<file path="src/rtl/uart_pkg.sv">
`default_nettype none
// ============================================================================
// Module      : uart_pkg
// Description : Shared definitions for the UART transmit arbiter: scheduler
//               state encoding and the fixed geometry of the downstream
//               UART_TX frame.
// Contents    : state_t          - arbiter scheduler states
//               UART_FRAME_CYCLES - transmitter occupancy after t is sampled
//               UART_DATA_W       - payload width of one frame
// Revision    : 1.0 - initial release
// ============================================================================
package uart_pkg;

    typedef enum logic [1:0] {
        IDLE  = 2'd0,
        START = 2'd1,
        HOLD  = 2'd2,
        GAP   = 2'd3
    } state_t;

    // One BUFF cycle plus start bit, eight data bits, stop bit and one
    // trailing line cycle inside the transmitter.
    localparam int UART_FRAME_CYCLES = 12;
    localparam int UART_DATA_W       = 8;

endpackage : uart_pkg
`default_nettype wire

</file>
<file path="src/rtl/rr_pick.sv">
`default_nettype none
// ============================================================================
// Module      : rr_pick
// Description : Combinational round-robin selector. Returns the first valid
//               requester found searching upward from ptr, with wrap-around.
// Ports       : req_valid  in  N_REQ  - request vector
//               ptr        in  IDW    - search start index (< N_REQ)
//               grant      out N_REQ  - one-hot grant (all zero if none)
//               grant_idx  out IDW    - encoded index of the grant
//               any_valid  out 1      - at least one request is pending
// Revision    : 1.0 - initial release
// ============================================================================
module rr_pick #(
    parameter int N_REQ = 4,
    parameter int IDW   = 2
) (
    input  logic [N_REQ-1:0] req_valid,
    input  logic [IDW-1:0]   ptr,
    output logic [N_REQ-1:0] grant,
    output logic [IDW-1:0]   grant_idx,
    output logic             any_valid
);

    int             w_j;
    logic [IDW-1:0] w_idx;
    logic           w_found;

    always_comb begin
        grant     = '0;
        grant_idx = '0;
        w_found   = 1'b0;
        w_j       = 0;
        w_idx     = '0;
        for (int i = 0; i < N_REQ; i++) begin
            // Candidate index ptr+i folded back into 0..N_REQ-1.
            w_j = int'(ptr) + i;
            if (w_j >= N_REQ) begin
                w_j = w_j - N_REQ;
            end
            w_idx = IDW'(w_j);
            if (!w_found && req_valid[w_idx]) begin
                w_found      = 1'b1;
                grant[w_idx] = 1'b1;
                grant_idx    = w_idx;
            end
        end
    end

    assign any_valid = |req_valid;

endmodule : rr_pick
`default_nettype wire

</file>
<file path="src/rtl/uart_tx_arbiter.sv">
`default_nettype none
// ============================================================================
// Module      : uart_tx_arbiter
// Description : Round-robin scheduler sharing one UART_TX among N_REQ byte
//               producers. Accepts one byte per frame via valid/ready, pulses
//               the transmitter start and holds its data for the frame, and
//               times the frame itself since the transmitter has no busy flag.
// Ports       : sck        in  1        - clock
//               rst        in  1        - asynchronous active-high reset
//               req_valid  in  N_REQ    - requester i has a byte
//               req_data   in  8*N_REQ  - byte i at [8i+7:8i]
//               req_ready  out N_REQ    - one-hot accept (IDLE only)
//               tx_start   out 1        - transmitter t, one-cycle pulse
//               tx_data    out 8        - transmitter data, held per frame
//               busy       out 1        - high outside IDLE
//               grant_id   out IDW      - owner of the current frame
//               frame_done out 1        - pulse on last occupancy cycle
// Revision    : 1.0 - initial release
// ============================================================================
module uart_tx_arbiter
    import uart_pkg::*;
#(
    parameter  int N_REQ        = 4,
    parameter  int FRAME_CYCLES = UART_FRAME_CYCLES,
    parameter  int GAP_CYCLES   = 0,
    localparam int IDW          = (N_REQ > 1) ? $clog2(N_REQ) : 1
) (
    input  logic                         sck,
    input  logic                         rst,
    input  logic [N_REQ-1:0]             req_valid,
    input  logic [UART_DATA_W*N_REQ-1:0] req_data,
    output logic [N_REQ-1:0]             req_ready,
    output logic                         tx_start,
    output logic [UART_DATA_W-1:0]       tx_data,
    output logic                         busy,
    output logic [IDW-1:0]               grant_id,
    output logic                         frame_done
);

    localparam int             CW         = $clog2(FRAME_CYCLES);
    localparam logic [CW-1:0]  c_CNT_LAST = CW'(FRAME_CYCLES - 1);
    localparam logic [CW-1:0]  c_CNT_PRE  = CW'(FRAME_CYCLES - 2);
    localparam logic [7:0]     c_GAP_LAST = (GAP_CYCLES == 0) ? 8'd0 : 8'(GAP_CYCLES - 1);

    state_t                 state_q;
    logic [IDW-1:0]         ptr_q;
    logic [IDW-1:0]         ptr_d;
    logic [IDW-1:0]         grant_id_q;
    logic [UART_DATA_W-1:0] tx_data_q;
    logic [CW-1:0]          cnt_q;
    logic [7:0]             gap_q;
    logic                   tx_start_q;
    logic                   frame_done_q;

    logic [N_REQ-1:0]       w_grant;
    logic [IDW-1:0]         w_pick;
    logic                   w_any;

    rr_pick #(
        .N_REQ (N_REQ),
        .IDW   (IDW)
    ) u_rr_pick (
        .req_valid (req_valid),
        .ptr       (ptr_q),
        .grant     (w_grant),
        .grant_idx (w_pick),
        .any_valid (w_any)
    );

    // Pointer moves just past the winner so it becomes lowest priority.
    assign ptr_d = (w_pick == IDW'(N_REQ - 1)) ? '0 : w_pick + IDW'(1);

    // Ready is suppressed while rst is held so no handshake can appear to
    // complete on an edge the state machine ignores.
    assign req_ready = ((state_q == IDLE) && !rst) ? w_grant : '0;

    always_ff @(posedge sck or posedge rst) begin
        if (rst) begin
            state_q      <= IDLE;
            ptr_q        <= '0;
            grant_id_q   <= '0;
            tx_data_q    <= '0;
            cnt_q        <= '0;
            gap_q        <= '0;
            tx_start_q   <= 1'b0;
            frame_done_q <= 1'b0;
        end else begin
            tx_start_q   <= 1'b0;
            frame_done_q <= 1'b0;
            case (state_q)
                IDLE: begin
                    if (w_any) begin
                        tx_data_q  <= req_data[UART_DATA_W*int'(w_pick) +: UART_DATA_W];
                        grant_id_q <= w_pick;
                        ptr_q      <= ptr_d;
                        tx_start_q <= 1'b1;
                        state_q    <= START;
                    end
                end
                START: begin
                    cnt_q   <= '0;
                    state_q <= HOLD;
                end
                HOLD: begin
                    // Registered pulse: raise one cycle early so it is
                    // visible exactly on the final occupancy cycle.
                    if (cnt_q == c_CNT_PRE) begin
                        frame_done_q <= 1'b1;
                    end
                    if (cnt_q == c_CNT_LAST) begin
                        cnt_q   <= '0;
                        gap_q   <= '0;
                        state_q <= (GAP_CYCLES == 0) ? IDLE : GAP;
                    end else begin
                        cnt_q <= cnt_q + CW'(1);
                    end
                end
                GAP: begin
                    if (gap_q == c_GAP_LAST) begin
                        gap_q   <= '0;
                        state_q <= IDLE;
                    end else begin
                        gap_q <= gap_q + 8'd1;
                    end
                end
                default: state_q <= IDLE;
            endcase
        end
    end

    assign tx_start   = tx_start_q;
    assign tx_data    = tx_data_q;
    assign busy       = (state_q != IDLE);
    assign grant_id   = grant_id_q;
    assign frame_done = frame_done_q;

endmodule : uart_tx_arbiter
`default_nettype wire

</file>
<file path="config.mk">
export PLATFORM = sky130hd
export DESIGN_NAME = uart_tx_arbiter
export DESIGN_NICKNAME = d
export VERILOG_FILES = /design/src/rtl/uart_pkg.sv /design/src/rtl/rr_pick.sv /design/src/rtl/uart_tx_arbiter.sv
export SDC_FILE = /design/constraint.sdc
export NUM_CORES = 1
export LEC_CHECK = 0
export BUFFER_PORTS_ARGS = -buffer_cell sky130_fd_sc_hd__buf_2
export CAP_MARGIN = 0
export CORE_MARGIN = 2
export CORE_UTILIZATION = 49
export CTS_CLUSTER_DIAMETER = 120
export DETAILED_ROUTE_END_ITERATION = 16
export GPL_ROUTABILITY_DRIVEN = 0
export PLACE_DENSITY = 0.82
export SKIP_LAST_GASP = 1
export SLEW_MARGIN = 20
export SYNTH_ARGS = -nofsm -noshare
export SYNTH_HDL_FRONTEND = slang
export SYNTH_SLANG_ARGS = --single-unit
</file>
<file path="constraint.sdc">
create_clock -name sck -period 2.56 [get_ports sck]
set_input_delay 0.256 -clock sck [delete_from_list [all_inputs] [get_ports sck]]
set_output_delay 0.256 -clock sck [all_outputs]
set_load 0.1 [all_outputs]
</file>
==> Word-level counts from Yosys, hierarchy flattened <==
Index checks and enable logic that the tools add are counted.
{ "classes": {"bitwise_logic": 3, "magnitude_cmp": 12, "n_mux": 46, "add_sub_neg": 10, "reduce_logical": 21, "n_eq_ne": 9, "shifts": 1} }
{ "op_table": {"columns": ["cell", "count"], "rows": [
  ["$shiftx A32 B6 Y8", 1],
  ["$mux W2", 12],
  ["$mux W4", 6],
  ["$mux W8", 2],
  ["$pmux W8 S2", 1],
  ["$mux W1", 15],
  ["$lt A2 B3 Y1 const B", 4],
  ["$or A4 B4 Y4", 3],
  ["$ge A3 B3 Y1 const B", 3],
  ["$add A8 B1 Y8 const B", 1],
  ["$bmux W1 S2", 4],
  ["$demux W1 S2", 4],
  ["$eq A4 B4 Y1 const B", 2],
  ["$ge A2 B1 Y1 const B", 4],
  ["$logic_and A1 B1 Y1", 8],
  ["$logic_not A8 Y1", 1],
  ["$pmux W2 S4", 1],
  ["$pmux W4 S2", 1],
  ["$sub A2 B1 Y2 const B", 4],
  ["$add A2 B2 Y3 const B", 2],
  ["$eq A2 B2 Y1 const B", 3],
  ["$reduce_bool A2 Y1", 3],
  ["$add A4 B1 Y4 const B", 1],
  ["$logic_not A1 Y1", 4],
  ["10 further kinds", 12]
]} }
{ "totals": {"input_bits": 38, "register_bits": 28} }

==> Logic depth before layout (Yosys ltp) <==
{ "logic_depth": {"ltp_word": 16, "ltp_mapped": 13, "depth_no_buf": 11} }

==> Modules after synthesis <==
From an unflattened synthesis, not the netlist that was laid out.
{ "unflattened": {"hier_cells": 181, "hier_area_um2": 2045.7} }
{ "by_module_without_submodules": {"columns": ["module", "area_per_inst_um2", "instances", "cells_each"], "rows": [
  ["uart_tx_arbiter", 1634.1, 1, 132],
  ["rr_pick", 411.6, 1, 49]
]} }

==> Least setup slack after synthesis <==
No wires, ideal clock.
{ "synth_timing": {"kind": "reg2out", "from": "reg ptr_q[0]", "to": "out req_ready[0]", "path_buffers": 2, "stages_incl_launch_ff": 10, "setup_slack_ps": -899, "t_arrival_ps": 3203, "path_cell_list": "dfrtp_1 > buf_4 > inv_1 > ha_1 > buf_6 > nand2_1 > or4_1 > o21ai_2 > a221oi_1 > nor2_1"} }
{ "synth_via": {"elab_chain_len": 15} }
{ "synth_lines": {"columns": ["element", "line_no", "text"], "rows": [
  ["start: declaration", "uart_tx_arbiter.sv:46", "logic [IDW-1:0] ptr_q;"],
  ["start signal: assignment", "uart_tx_arbiter.sv:95", "ptr_q <= ptr_d;"],
  ["branches (longest 13 deep; another with $add A2 B1 Y3)", null, null],
  ["$mux W4 *", "rr_pick.sv:41", "if (!w_found && req_valid[w_idx]) begin"],
  ["$mux W4 *", "uart_tx_arbiter.sv:75", "assign req_ready = ((state_q == IDLE) && !rst) ? w_grant : '0;"],
  ["end: declaration", "uart_tx_arbiter.sv:32", "output logic [N_REQ-1:0] req_ready,"]
]} }
Mark *: on every way between the ends. The select of a mux whose other input is x is not followed.

==> Worst setup path after layout <==
{ "layout_timing": {"from": "reg ptr_q[0]", "to": "out req_ready[3]"} }
Same word-level chain as after synthesis.

==> results.toml <==
[run_status]
status = "finished, violations left"
violations = "setup timing"

[global_routing]
grtUsageTotal_pct = 23.46
first_global_vias = 2209
grt_pass1_wl_um = 9901
grt_max_degree = 29
grt_overflow_total = 0
antenna_found_initial = 0

[floorplan]
ios = 55
std_cell_rows = 24
dieWidth_um = 72.66
start_util_pct = 51.97
die-area_mm2 = 0.005279
die_h_um = 72.66
core_region_area_mm2 = 0.004444

[sta]
post-route-min-period_ns = 2.656
tightest_slew_ns = 0.7592
fin_hold_ws_ns = 0.05154
drv_slew = 0
skew_ns = 0.008839
rsz0062_at_grt = "true"
fin_ws_ns = -0.09559
relSlewSlack_pct = 49.05
fmax_ghz = 0.3766
setup_viol = 12
post-route-period-util_pct = 103.7
finalHoldViolCount = 0

[route]
drt_iter0_markers = 211
drc_errors = 0
num_vias = 2284
wl_um = 6126
ant_nets = 0
avgRoutedWirePerCell_um = 15.83
drt_pass1_iterations = 4
viasPerCell = 5.902

[layout]
final_nets = 390
final_common_cell = "buf_2"
drive_above_1_share_pct = 38.81
fin_area_mm2 = 0.003131
diodes = 0
post-route-util_pct = 70.44
final_cell_mix = "50 x buf_2, 27 x nand2_1, 27 x dfrtp_1"
syn_to_final_growth_pct = 35.54

[synthesis]
seq_area_frac_synth_pct = 30.34
syn_avg_cell_area_um2 = 8.749
netlist_instances = 264
yosysWarnings = 0
synth_top_cell_by_area = "dfrtp_1"
synth_nets = 318
syn_area_mm2 = 0.002310
ys_ff_latch = 28
synth_area_leaders = "dfrtp_1 30%, ha_1 8.7%, a22o_1 5.3%, nand2_1 4.9%, mux2i_1 4.8%"
synth.distinct_cells = 56
synth_edf_count = 0
yosys_most_used_dff = "dfrtp_1"
async_flop_share_pct = 100.0
synth_top_area_share_pct = 30.34

[worst_setup_path]
end_kind = "output port"
worst-setup-path-type = "reg2out"
cp_data_arrival_time_ns = 2.40
cp.required_ns = 2.30
path_max_fanout = 7
start_kind = "register"

[clock_network]
clkLatencyLatePin_ns = 0.28
clkSinkCount = 28
cts_hold_buffers = 0
cts_made_buffers = 3
cts.clk_slew.worst_paths_ns = 0.10
cts_max_path_buffers = 2
cts_root_buf = "clkbuf_8"
cts_htree_levels = 1
cts_tree = "yes"

[worst_hold_path]
hold_class = "in2async"

[job]
maxCapViolations = 0

[placement]
dp_hpwl_um = 4138
portBuffers = 54
dp_slack_ns = -0.1864
dpl-instance-area_mm2 = 0.002744
==> Yosys cell counts, types with 2 or more instances <==
master / count
nand2_1: 30
dfrtp_1: 28
inv_1: 21
nor2_1: 21
ha_1: 16
o21ai_0: 15
a21oi_1: 14
a22o_1: 14
mux2i_1: 11
nand3_1: 6
o2111ai_1: 6
a22oi_1: 5
nand2b_1: 5
a221oi_1: 4
buf_2: 4
clkbuf_1: 4
nand3b_1: 4
buf_6: 3
nor2b_1: 3
nor3_1: 3
o21ai_1: 3
a31oi_1: 2
a32oi_1: 2
and2_1: 2
buf_4: 2
mux2_2: 2
mux4_2: 2
nor4_1: 2
o22ai_1: 2
xnor2_1: 2
==> layout make-up <==
cell class,instances,area [um2]
flip-flops and latches,28,701.9
well taps,52,65.06
fillers,324,1314
inverters,22,93.84
repair buffers,79,538.0
repair inverters,1,6.256
clock buffers,4,55.05
multi-input cells,201,1670
==> critical path, cell delays in order, from the launching register on <==
cell and delay (ns):
dfrtp_2 0.42, clkinvlp_4 0.12, ha_4 0.31, mux4_2 0.42
nor2b_4 0.23, a22oi_2 0.08, nor2_2 0.17, a221oi_4 0.06
nor2_4 0.13, buf_12 0.18
==> routing by layer <==
layer	share of wire [%]	vias up	GRT usage (%)
li1	-	1104	-
met1	43	1074	30.65
met2	49	96	40.20
met3	6.3	10	4.144
met4	1.7	0	6.173
met5	0	-	0
==> worst paths after layout <==
check	startpoint	to	slack, ns	cells after the start
max in group asynchronous	rst	ptr_q[0]	2.23	3
max reg2reg	ptr_q[0]	tx_data[6]	-0.07	11
min reg2reg	grant_id[1]	grant_id[1]	0.49	2
max	ptr_q[0]	req_ready[3]	-0.1	9
min	rst	gap_q[4]	0.05	3
min in group sck	req_data[29]	tx_data[5]	0.33	4
==> logic make-up after synthesis <==
kind of cell               Yosys count  synth area share (%)
and+or+nand+nor                     86                 18.26
AOI/OAI and AO/OA                   80                 25.73
buffers and inverters               35                 7.529
DFF                                 28                 30.34
muxes                               16                 8.342
adders and majority gates           16                 8.667
xor gates and xnor gates             3                 1.138
==> flip-flops by register name (all words and copies together) (netlist names) <==
register    count
cnt_q           4
frame_done      1
gap_q           8
grant_id        2
ptr_q           2
state_q         2
tx_data         8
tx_start        1
==> stage by stage <==
step           cells  TNS [ns]
2_1_floorplan    264   -0.3353
3_3_place_gp     373   -0.7145
3_5_place_dp     373    -1.403
4_1_cts          382    -1.021
5_1_grt          387    -1.772
6_report         387   -0.6899
==> repair_timing <==
action | CTS | global route
setup buffers | 6 | 10
gates resized for setup | 26 | 27
setup endpoints to repair | 13 | 15
cloned | 1 | 0
pin swaps | 4 | 14
Power is left out: the tool's default activity adds up to more than one toggle a clock period on the data nets, which glitch-free logic cannot reach.
